===== config.mk =====
export PLATFORM = sky130hd
export DESIGN_NAME = control_sequencer
export DESIGN_NICKNAME = d
export VERILOG_FILES = /design/src/rtl/ctrl_seq_pkg.sv /design/src/rtl/control_sequencer_dispatch.sv /design/src/rtl/control_sequencer.sv
export SDC_FILE = /design/constraint.sdc
export NUM_CORES = 1
export LEC_CHECK = 0
export BUFFER_PORTS_ARGS = -buffer_cell sky130_fd_sc_hd__buf_4
export CAP_MARGIN = 20
export CORE_AREA = 2 2 62 64
export DETAILED_ROUTE_END_ITERATION = 10
export DIE_AREA = 0 0 64 66
export PLACE_DENSITY = 0.9
export SLEW_MARGIN = 30
export SYNTH_ARGS = -nofsm -noshare
export SYNTH_HDL_FRONTEND = slang
export SYNTH_SLANG_ARGS = --single-unit

===== constraint.sdc =====
create_clock -name clk -period 7.3 [get_ports clk]
set_clock_uncertainty 0.15 [all_clocks]
set_input_delay 1.46 -clock clk [delete_from_list [all_inputs] [get_ports clk]]
set_output_delay 1.46 -clock clk [all_outputs]
set_load 0.01 [all_outputs]

===== src/rtl/ctrl_seq_pkg.sv =====
// Shared state codes, MIPS opcode/funct constants and helpers for the control sequencer.
package ctrl_seq_pkg;

    localparam int unsigned STATE_W = 7;
    localparam int unsigned OP_W    = 6;
    localparam int unsigned FN_W    = 6;
    localparam int unsigned RT_W    = 5;

    localparam logic [STATE_W-1:0] S_RESET      = STATE_W'(0);
    localparam logic [STATE_W-1:0] S_FETCH      = STATE_W'(1);
    localparam logic [STATE_W-1:0] S_FETCH_WAIT = STATE_W'(2);
    localparam logic [STATE_W-1:0] S_IR_LOAD    = STATE_W'(3);
    localparam logic [STATE_W-1:0] S_DECODE     = STATE_W'(4);
    localparam logic [STATE_W-1:0] S_ALU_WB     = STATE_W'(5);
    localparam logic [STATE_W-1:0] S_ADDU       = STATE_W'(6);
    localparam logic [STATE_W-1:0] S_ST_ADDR    = STATE_W'(7);
    localparam logic [STATE_W-1:0] S_ST_WAIT    = STATE_W'(8);
    localparam logic [STATE_W-1:0] S_BR_EVAL    = STATE_W'(11);
    localparam logic [STATE_W-1:0] S_BR_TAKE    = STATE_W'(12);
    localparam logic [STATE_W-1:0] S_LD_ADDR    = STATE_W'(13);
    localparam logic [STATE_W-1:0] S_LD_WAIT    = STATE_W'(14);
    localparam logic [STATE_W-1:0] S_LD_WB      = STATE_W'(15);
    localparam logic [STATE_W-1:0] S_SUBU       = STATE_W'(17);
    localparam logic [STATE_W-1:0] S_ADDIU      = STATE_W'(18);
    localparam logic [STATE_W-1:0] S_SLTU       = STATE_W'(19);
    localparam logic [STATE_W-1:0] S_SLTIU      = STATE_W'(20);
    localparam logic [STATE_W-1:0] S_CLO        = STATE_W'(21);
    localparam logic [STATE_W-1:0] S_CLZ        = STATE_W'(22);
    localparam logic [STATE_W-1:0] S_AND        = STATE_W'(23);
    localparam logic [STATE_W-1:0] S_ANDI       = STATE_W'(24);
    localparam logic [STATE_W-1:0] S_OR         = STATE_W'(25);
    localparam logic [STATE_W-1:0] S_ORI        = STATE_W'(26);
    localparam logic [STATE_W-1:0] S_XOR        = STATE_W'(27);
    localparam logic [STATE_W-1:0] S_XORI       = STATE_W'(28);
    localparam logic [STATE_W-1:0] S_NOR        = STATE_W'(29);
    localparam logic [STATE_W-1:0] S_LUI        = STATE_W'(30);
    localparam logic [STATE_W-1:0] S_SLL        = STATE_W'(31);
    localparam logic [STATE_W-1:0] S_SRA        = STATE_W'(32);
    localparam logic [STATE_W-1:0] S_SRL        = STATE_W'(33);
    localparam logic [STATE_W-1:0] S_MOVN       = STATE_W'(34);
    localparam logic [STATE_W-1:0] S_MOVZ       = STATE_W'(35);
    localparam logic [STATE_W-1:0] S_BGEZ       = STATE_W'(37);
    localparam logic [STATE_W-1:0] S_BGTZ       = STATE_W'(39);
    localparam logic [STATE_W-1:0] S_BNE        = STATE_W'(41);
    localparam logic [STATE_W-1:0] S_BLEZ       = STATE_W'(42);
    localparam logic [STATE_W-1:0] S_ILLEGAL    = STATE_W'(126);
    localparam logic [STATE_W-1:0] S_TIMEOUT    = STATE_W'(127);

    localparam logic [OP_W-1:0] OP_SPECIAL  = OP_W'('h00);
    localparam logic [OP_W-1:0] OP_REGIMM   = OP_W'('h01);
    localparam logic [OP_W-1:0] OP_BEQ      = OP_W'('h04);
    localparam logic [OP_W-1:0] OP_BNE      = OP_W'('h05);
    localparam logic [OP_W-1:0] OP_BLEZ     = OP_W'('h06);
    localparam logic [OP_W-1:0] OP_BGTZ     = OP_W'('h07);
    localparam logic [OP_W-1:0] OP_ADDIU    = OP_W'('h09);
    localparam logic [OP_W-1:0] OP_SLTIU    = OP_W'('h0B);
    localparam logic [OP_W-1:0] OP_ANDI     = OP_W'('h0C);
    localparam logic [OP_W-1:0] OP_ORI      = OP_W'('h0D);
    localparam logic [OP_W-1:0] OP_XORI     = OP_W'('h0E);
    localparam logic [OP_W-1:0] OP_LUI      = OP_W'('h0F);
    localparam logic [OP_W-1:0] OP_SPECIAL2 = OP_W'('h1C);
    localparam logic [OP_W-1:0] OP_LB       = OP_W'('h20);
    localparam logic [OP_W-1:0] OP_LH       = OP_W'('h21);
    localparam logic [OP_W-1:0] OP_LW       = OP_W'('h23);
    localparam logic [OP_W-1:0] OP_LBU      = OP_W'('h24);
    localparam logic [OP_W-1:0] OP_LHU      = OP_W'('h25);
    localparam logic [OP_W-1:0] OP_SB       = OP_W'('h28);
    localparam logic [OP_W-1:0] OP_SH       = OP_W'('h29);
    localparam logic [OP_W-1:0] OP_SW       = OP_W'('h2B);

    localparam logic [FN_W-1:0] F_SLL  = FN_W'('h00);
    localparam logic [FN_W-1:0] F_SRL  = FN_W'('h02);
    localparam logic [FN_W-1:0] F_SRA  = FN_W'('h03);
    localparam logic [FN_W-1:0] F_MOVZ = FN_W'('h0A);
    localparam logic [FN_W-1:0] F_MOVN = FN_W'('h0B);
    localparam logic [FN_W-1:0] F_ADDU = FN_W'('h21);
    localparam logic [FN_W-1:0] F_SUBU = FN_W'('h23);
    localparam logic [FN_W-1:0] F_AND  = FN_W'('h24);
    localparam logic [FN_W-1:0] F_OR   = FN_W'('h25);
    localparam logic [FN_W-1:0] F_XOR  = FN_W'('h26);
    localparam logic [FN_W-1:0] F_NOR  = FN_W'('h27);
    localparam logic [FN_W-1:0] F_SLTU = FN_W'('h2B);
    localparam logic [FN_W-1:0] F_CLZ  = FN_W'('h20);
    localparam logic [FN_W-1:0] F_CLO  = FN_W'('h21);

    localparam logic [RT_W-1:0] RT_BGEZ = RT_W'('h01);

    // States that hold a memory request open and run the timeout counter
    function automatic logic is_wait_state(input logic [STATE_W-1:0] s);
        return (s == S_FETCH_WAIT) || (s == S_LD_WAIT) || (s == S_ST_WAIT);
    endfunction

endpackage


===== src/rtl/control_sequencer_dispatch.sv =====
// Instruction decode: maps an instruction word to the first execute state code.
module instr_dispatch
    import ctrl_seq_pkg::*;
#(
    parameter int unsigned IR_W = 32
) (
    input  logic [IR_W-1:0]    instr,
    output logic [STATE_W-1:0] dispatch_c
);

    logic [OP_W-1:0] opcode;
    logic [RT_W-1:0] rt;
    logic [FN_W-1:0] funct;
    logic            unused_fields;

    assign opcode        = instr[IR_W-1 -: OP_W];
    assign rt            = instr[20:16];
    assign funct         = instr[FN_W-1:0];
    assign unused_fields = ^{instr[IR_W-OP_W-1:21], instr[15:FN_W]};

    always_comb begin
        dispatch_c = S_ILLEGAL;
        casez (opcode)
            OP_SPECIAL: begin
                case (funct)
                    F_ADDU:  dispatch_c = S_ADDU;
                    F_SUBU:  dispatch_c = S_SUBU;
                    F_SLTU:  dispatch_c = S_SLTU;
                    F_AND:   dispatch_c = S_AND;
                    F_OR:    dispatch_c = S_OR;
                    F_XOR:   dispatch_c = S_XOR;
                    F_NOR:   dispatch_c = S_NOR;
                    F_SLL:   dispatch_c = S_SLL;
                    F_SRA:   dispatch_c = S_SRA;
                    F_SRL:   dispatch_c = S_SRL;
                    F_MOVN:  dispatch_c = S_MOVN;
                    F_MOVZ:  dispatch_c = S_MOVZ;
                    default: dispatch_c = S_ILLEGAL;
                endcase
            end
            OP_SPECIAL2: begin
                case (funct)
                    F_CLO:   dispatch_c = S_CLO;
                    F_CLZ:   dispatch_c = S_CLZ;
                    default: dispatch_c = S_ILLEGAL;
                endcase
            end
            // BGEZ lives in the REGIMM space, selected by the rt field
            OP_REGIMM: dispatch_c = (rt == RT_BGEZ) ? S_BGEZ : S_ILLEGAL;
            OP_ADDIU:  dispatch_c = S_ADDIU;
            OP_SLTIU:  dispatch_c = S_SLTIU;
            OP_ANDI:   dispatch_c = S_ANDI;
            OP_ORI:    dispatch_c = S_ORI;
            OP_XORI:   dispatch_c = S_XORI;
            OP_LUI:    dispatch_c = S_LUI;
            OP_SB, OP_SH, OP_SW: dispatch_c = S_ST_ADDR;
            OP_LB, OP_LH, OP_LW, OP_LBU, OP_LHU: dispatch_c = S_LD_ADDR;
            OP_BEQ:    dispatch_c = S_BR_EVAL;
            OP_BNE:    dispatch_c = S_BNE;
            OP_BGTZ:   dispatch_c = S_BGTZ;
            OP_BLEZ:   dispatch_c = S_BLEZ;
            default:   dispatch_c = S_ILLEGAL;
        endcase
    end

endmodule


===== src/rtl/control_sequencer.sv =====
// Multicycle MIPS control sequencer: fetch/decode/execute stepping, memory wait timeout, sticky traps.
module control_sequencer
    import ctrl_seq_pkg::*;
#(
    parameter int unsigned IR_W        = 32,
    parameter int unsigned MEM_TIMEOUT = 15,
    parameter int unsigned WAIT_W      = 4
) (
    input  logic               clk,
    input  logic               rst_n,
    input  logic [IR_W-1:0]    instr,
    input  logic               mem_done,
    input  logic               cond_true,
    input  logic               stall,
    input  logic               trap_clear,
    output logic [STATE_W-1:0] state_sel,
    output logic               mem_req,
    output logic               mem_we,
    output logic               ir_load,
    output logic               pc_inc,
    output logic               illegal_trap,
    output logic               timeout_trap
);

    logic [STATE_W-1:0] state, state_nxt, dispatch_c;
    logic [WAIT_W-1:0]  wait_cnt, wait_nxt;
    logic               timeout_hit_c;
    logic               mem_req_nxt, mem_we_nxt, ir_load_nxt, illegal_nxt, timeout_nxt;

    instr_dispatch #(.IR_W(IR_W)) u_dispatch (
        .instr      (instr),
        .dispatch_c (dispatch_c)
    );

    // mem_done takes priority over an expiring counter
    assign timeout_hit_c = (MEM_TIMEOUT != 0) && (wait_cnt == WAIT_W'(MEM_TIMEOUT)) && !mem_done;

    always_ff @(posedge clk or negedge rst_n) begin
        if (!rst_n) begin
            state        <= S_RESET;
            wait_cnt     <= '0;
            mem_req      <= 1'b0;
            mem_we       <= 1'b0;
            ir_load      <= 1'b0;
            pc_inc       <= 1'b0;
            illegal_trap <= 1'b0;
            timeout_trap <= 1'b0;
        end else begin
            state        <= state_nxt;
            wait_cnt     <= wait_nxt;
            mem_req      <= mem_req_nxt;
            mem_we       <= mem_we_nxt;
            ir_load      <= ir_load_nxt;
            pc_inc       <= ir_load_nxt;
            illegal_trap <= illegal_nxt;
            timeout_trap <= timeout_nxt;
        end
    end

    assign state_sel = state;

    always_comb begin
        state_nxt = state;
        wait_nxt  = wait_cnt;
        if (!stall) begin
            if (is_wait_state(state) && !mem_done) begin
                wait_nxt = (wait_cnt == '1) ? wait_cnt : wait_cnt + WAIT_W'(1);
            end else begin
                wait_nxt = '0;
            end
            case (state)
                S_RESET:      state_nxt = S_FETCH;
                S_FETCH:      state_nxt = S_FETCH_WAIT;
                S_FETCH_WAIT: state_nxt = mem_done ? S_IR_LOAD : (timeout_hit_c ? S_TIMEOUT : state);
                S_IR_LOAD:    state_nxt = S_DECODE;
                S_DECODE:     state_nxt = dispatch_c;
                S_ADDU, S_SUBU, S_ADDIU, S_SLTU, S_SLTIU, S_CLO, S_CLZ, S_AND, S_ANDI, S_OR,
                S_ORI, S_XOR, S_XORI, S_NOR, S_LUI, S_SLL, S_SRA, S_SRL, S_MOVN, S_MOVZ:
                              state_nxt = S_ALU_WB;
                S_ALU_WB:     state_nxt = S_FETCH;
                S_ST_ADDR:    state_nxt = S_ST_WAIT;
                S_ST_WAIT:    state_nxt = mem_done ? S_FETCH : (timeout_hit_c ? S_TIMEOUT : state);
                S_LD_ADDR:    state_nxt = S_LD_WAIT;
                S_LD_WAIT:    state_nxt = mem_done ? S_LD_WB : (timeout_hit_c ? S_TIMEOUT : state);
                S_LD_WB:      state_nxt = S_FETCH;
                S_BR_EVAL, S_BNE, S_BGEZ, S_BGTZ, S_BLEZ:
                              state_nxt = cond_true ? S_BR_TAKE : S_FETCH;
                S_BR_TAKE:    state_nxt = S_FETCH;
                S_ILLEGAL, S_TIMEOUT:
                              state_nxt = trap_clear ? S_FETCH : state;
                default:      state_nxt = S_ILLEGAL;
            endcase
        end

        // Outputs are decoded from the next state so they register in step with state_sel
        mem_req_nxt = is_wait_state(state_nxt) || (state_nxt == S_FETCH);
        mem_we_nxt  = (state_nxt == S_ST_WAIT);
        ir_load_nxt = (state_nxt == S_IR_LOAD);
        illegal_nxt = (state_nxt == S_ILLEGAL);
        timeout_nxt = (state_nxt == S_TIMEOUT);
    end

endmodule


== Word level (Yosys, flattened, before mapping) ==
Index checks and enable logic that the tools add are counted.

* Bitwise gates (word level): 1
* Equal/unequal tests: 80
* Add/sub/neg operators: 1
* Reductions and logical operators: 18
* Multiplexer cells: 14

{| class="wikitable"
|+ Operators by type and width
! operator !! count
|-
| case mux 7 bit (12 select lines) || 2
|-
| equality test 7 x 5 -> 1 bit (second input constant) || 15
|-
| case mux 7 bit (15 select lines) || 1
|-
| equality test 6 bit (second input constant) || 16
|-
| equality test 7 x 4 -> 1 bit (second input constant) || 8
|-
| equality test 7 x 6 -> 1 bit (second input constant) || 8
|-
| 2-to-1 mux 7 bit || 7
|-
| equality test 6 x 4 -> 1 bit (second input constant) || 8
|-
| equality test 7 x 2 -> 1 bit (second input constant) || 4
|-
| equality test 7 x 3 -> 1 bit (second input constant) || 4
|-
| equality test 7 bit (second input constant) || 4
|-
| equality test 6 x 3 -> 1 bit (second input constant) || 4
|-
| OR reduction 20 bit || 1
|-
| equality test 7 x 1 -> 1 bit (second input constant) || 2
|-
| case mux 7 bit (2 select lines) || 1
|-
| equality test 6 x 2 -> 1 bit (second input constant) || 2
|-
| zero test 6 bit || 2
|-
| 2-to-1 mux 4 bit || 3
|-
| OR reduction 5 bit || 2
|-
| zero test 7 bit || 1
|-
| equality test 6 x 1 -> 1 bit (second input constant) || 1
|-
| equality test 6 x 5 -> 1 bit (second input constant) || 1
|-
| equality test 5 x 1 -> 1 bit (second input constant) || 1
|-
| logical OR 1 bit || 5
|-
| 10 further kinds || 11
|}

* Register bits after elaboration: 16
* Word-level logic and storage cells: 121

== Logic depth before layout (Yosys ltp) ==
* Depth in word-level cells: 10
* Gate-level depth with buffers: 10

== Modules after synthesis ==
A second synthesis with hierarchy kept.

* Cells, all modules: 245
* Area total of the unflattened synthesis: 1829.3 sq um

{| class="wikitable"
|+ Modules (own cells, without submodules)
! module !! cells an instance !! instances !! area an instance (sq um)
|-
| control_sequencer || 150 || 1 || 1246.2
|-
| instr_dispatch || 95 || 1 || 583.1
|}

== Worst setup path before layout ==
OpenSTA, ideal clock, no wires.

* Path kind: in2reg
* Start point: input instr[4]
* End point: register mem_req
* Cell stages on the path: 8
* Setup slack: 3.541 ns
* Data arrival time: 3.527 ns
* Buffers on the path: 1
* Cell sequence: buf_6 or4b_4 o2111ai_2 o211ai_1 o31ai_1 a41oi_1 or4_1 a31oi_1

* Word-level cells in the longest chain between the ends: 9

{| class="wikitable"
|+ RTL lines
! item !! RTL line !! text
|-
| from (decl) || control_sequencer.sv:11 || <nowiki>input logic [IR_W-1:0] instr,</nowiki>
|-
| equality test 6 x 4 -> 1 bit, or another cell as far along || control_sequencer_dispatch.sv:25 || <nowiki>case (funct)</nowiki>
|-
| case mux 7 bit (12 select lines) or case mux 7 bit (2 select lines) (tied branches) || control_sequencer_dispatch.sv:25, control_sequencer_dispatch.sv:42 ||
|-
| case mux 7 bit (15 select lines) (*) || control_sequencer_dispatch.sv:23 || <nowiki>casez (opcode)</nowiki>
|-
| case mux 7 bit (12 select lines) (*) || control_sequencer.sv:71 || <nowiki>case (state)</nowiki>
|-
| 2-to-1 mux 7 bit (*) || control_sequencer.sv:65 || <nowiki>if (!stall) begin</nowiki>
|-
| net state_nxt[3] || control_sequencer.sv:25 || <nowiki>logic [STATE_W-1:0] state, state_nxt, dispatch_c;</nowiki>
|-
| equality test 7 x 2 -> 1 bit or equality test 7 x 4 -> 1 bit (tied branches) || ctrl_seq_pkg.sv:90 || <nowiki>return (s == S_FETCH_WAIT) || (s == S_LD_WAIT) || (s == S_ST_WAIT);</nowiki>
|-
| logical OR 1 bit (2 in series) || ctrl_seq_pkg.sv:90 ||
|-
| logical OR 1 bit (*) || control_sequencer.sv:96 || <nowiki>mem_req_nxt = is_wait_state(state_nxt) || (state_nxt == S_FETCH);</nowiki>
|-
| net mem_req_nxt || control_sequencer.sv:28 || <nowiki>logic mem_req_nxt, mem_we_nxt, ir_load_nxt, illegal_nxt, timeout_nxt;</nowiki>
|-
| to (signal assigned) || control_sequencer.sv:51 || <nowiki>mem_req <= mem_req_nxt;</nowiki>
|-
| to (decl) || control_sequencer.sv:17 || <nowiki>output logic mem_req,</nowiki>
|}

Mark *: on every way through the listed nets, which the timed path passes. The rest lies on a longest branch.
A chain may end at the register's enable or synchronous reset.

== Worst setup path after layout ==
* Start point: input instr[2]
* End point: register mem_req

The elaborated chain is that of the path after synthesis.

==> reports/results.tsv <==
metric	value	unit
outcome	completed	
met2 Use GR	38.9	%
Starting Density	52.7	%
Bufs on Longest Clock Path	2	
Via Count	2040	
Slew Viols, Final	0	
Clock Latency Late Sink	0.29	ns
GR Layer Usage met3	3.92	%
DR DRC count	0	
met1 Usage GRT	32.9	%
unrepaired setup endpoints after global routing	false	
antenna violations before repair	0	
WP data arrival	4.01	ns
setup TNS	0	ns
syn nets	287	
multi-input logic area	1330	µm²
Worst-Margin Slew	0.733	ns
number of flops mapped to enable cells by yosys	0	
Detail Placement HPWL	3.59	mm
Hold WC Path Type	register to register	
initial drt markers	192	
register area share after synthesis	21.4	%
CP Class	primary input to register	
Nets	308	
Hold Fails Final Rpt	0	
gr usage total	24.0	%
placer congestion estimate	0.982	
Hold Buf Count CTS	0	
Placement Setup Slack	3.11	ns
async set-reset flop share out of synthesis	100	%
Die Width	64	µm
Fin Hold WS	0.429	ns
count of unique library cells instantiated by Yosys	66	
Static Leak	0.000885	µW
Post-DRT Antenna Nets	0	
worst vdd ir	136	µV
DR WL/cell	15.3	µm
Final period util	54.1	%
critical path startpoint category	primary input	
cells after synthesis	248	
CTS clock-pin slew for the worst setup and hold paths	0.09	ns
grt total ovfl	0	
Die H	66	µm
Initial DRT Pass Iterations	5	
Inst Count DP	312	
most common cell after layout, fill and taps aside	buf_4	
Routed WL	4.84	mm
Fill cells	319	
clock sink count	16	
core area	3550	µm²
layout cell share with drive strength beyond 1	19.0	%
Synth Register Bits	16	
vias per cell	6.46	
Mapped Area	1870	µm²
Relative slew margins	50.7	%
PortBufs	35	
# IOs	51	
synthesized area per cell	7.55	µm²
FF+latch area	400	µm²
worst setup margin	3.35	ns
H-tree levels	1	
Max-cap violations	0	
PD cells	228	nW/µm²
most frequent cells in the layout	buf_4 (35), nor2_1 (25), dfrtp_1 (16)	
crit end category	register	
Final setup viols	0	
Root Buffer Master	clkbuf_4	
CTS tree	built	
pin count of the biggest net entering global routing	18	
Antenna Cells	0	
Synth Flop Type	dfrtp_1	
PostCTS Resize Cnt	0	
fin crit period	3.95	ns
CTS buffer count	3	
first-pass GRT wire length	8.10	mm
DIE AREA	4220	µm²
crit path max fanout	13	
Syn-to-layout area delta	14.0	%
vias in the first global route	1736	
required time of the critical path	7.36	ns
Fmax	253	MHz
layer with the highest usage	met2	
Layout Cells excl Fill	316	
num rows	22	
Ys Warns	0	
post-CTS setup buffer count	0	
-- synth_stat cells (2+ instances only) --
library cell	n	area [µm²]
nor2_1	25	93.8
dfrtp_1	16	400
nand2_1	13	48.8
o21ai_0	13	65.1
nor3_1	12	60.1
a21oi_1	10	50.1
clkbuf_1	9	33.8
inv_1	9	33.8
nand3_1	9	45.0
nor2b_1	8	50.1
nand2b_1	7	43.8
a31oi_1	6	37.5
buf_2	6	30.0
nor3b_1	5	37.5
or3_1	5	31.3
or4_1	5	37.5
a211oi_1	4	30.0
a41oi_1	4	35.0
o31ai_1	4	30.0
a2111oi_0	3	26.3
a32oi_1	3	26.3
and3_1	3	18.8
and3b_1	3	26.3
mux2i_1	3	30.0
nor4_1	3	18.8
o21a_1	3	22.5
a211o_1	2	17.5
a21o_1	2	15.0
a221o_1	2	20.0
a311oi_1	2	17.5
and2_1	2	12.5
and4b_1	2	20.0
buf_6	2	22.5
mux2_2	2	22.5
nand4_1	2	12.5
o2111ai_1	2	17.5
o211ai_1	2	15.0
o22a_1	2	17.5
o22ai_1	2	12.5
o41ai_1	2	17.5
or2_2	2	12.5
or4b_1	2	20.0
xnor2_1	2	17.5
-- area by class of cell --
type,count,area share (%)
clock buffer,4,1.70
inverter,11,1.94
multi-input combinational,202,62.5
sequential,16,18.8
tap,48,2.82
timing repair buffer,35,12.3
-- worst paths after layout --
path / cells past startpoint / endpoint / slack (ns) / start
setup / recovery: 8 / mem_req / 3.35 / instr[2]
max in group asynchronous: 1 / state_sel[6] / 5.96 / rst_n
min in group asynchronous: 1 / wait_cnt[2] / 0.86 / rst_n
setup reg to reg: 8 / mem_req / 4.03 / state_sel[3]
hold / removal: 1 / wait_cnt[3] / 0.43 / wait_cnt[3]
hold reg to reg: 1 / wait_cnt[3] / 0.43 / wait_cnt[3]
-- logic make-up (layout without fill, tap and decap cells) --
family	Yosys count	in the layout	share of synthesized area, %
buffers and inverters	30	50	7.42
multiplexers	5	5	2.81
AO/OA/AOI/OAI	79	79	31.7
XOR/XNOR	3	3	1.40
flip-flops	16	16	21.4
AND/OR/NAND/NOR	114	114	34.6
adder cells (fa/ha/maj)	1	1	0.668
-- per-layer routing --
layer	up-vias	share of wire, %
met3	9	6.9
met2	76	47
met4	0	1.3
met5	-	0
met1	956	44
li1	999	-
-- worst max-delay path: stages --
cell and delay, ns:
buf_4 0.15, or4b_4 0.56, o2111ai_2 0.17, o211ai_1 0.17, o31ai_1 0.39, a41oi_1 0.34
or4_1 0.59, a31oi_1 0.18
-- state kept, by name (all words and copies together), names as in the netlist --
name,cells
mem_we,1
pc_inc,1
mem_req,1
state_sel,7
illegal_trap,1
wait_cnt,4
timeout_trap,1
-- metrics by stage --
stage / total power [µW] / instance area, µm² / util, %
CTS: 481 / 2130 / 60.1
floorplan: 348 / 1870 / -
global placement: 418 / 2100 / 59.1
detailed placement: 423 / 2100 / 59.1
global route: 527 / 2130 / 60.1
finish: 486 / 2130 / 60.1
-- report_power, final --
| part | switching (µW) | internal [µW] |
|---|---|---|
| combinational | 148 | 121 |
| clock | 26.8 | 30.4 |
| sequential | 52.9 | 107 |
Power figures use the tool's default switching activity.
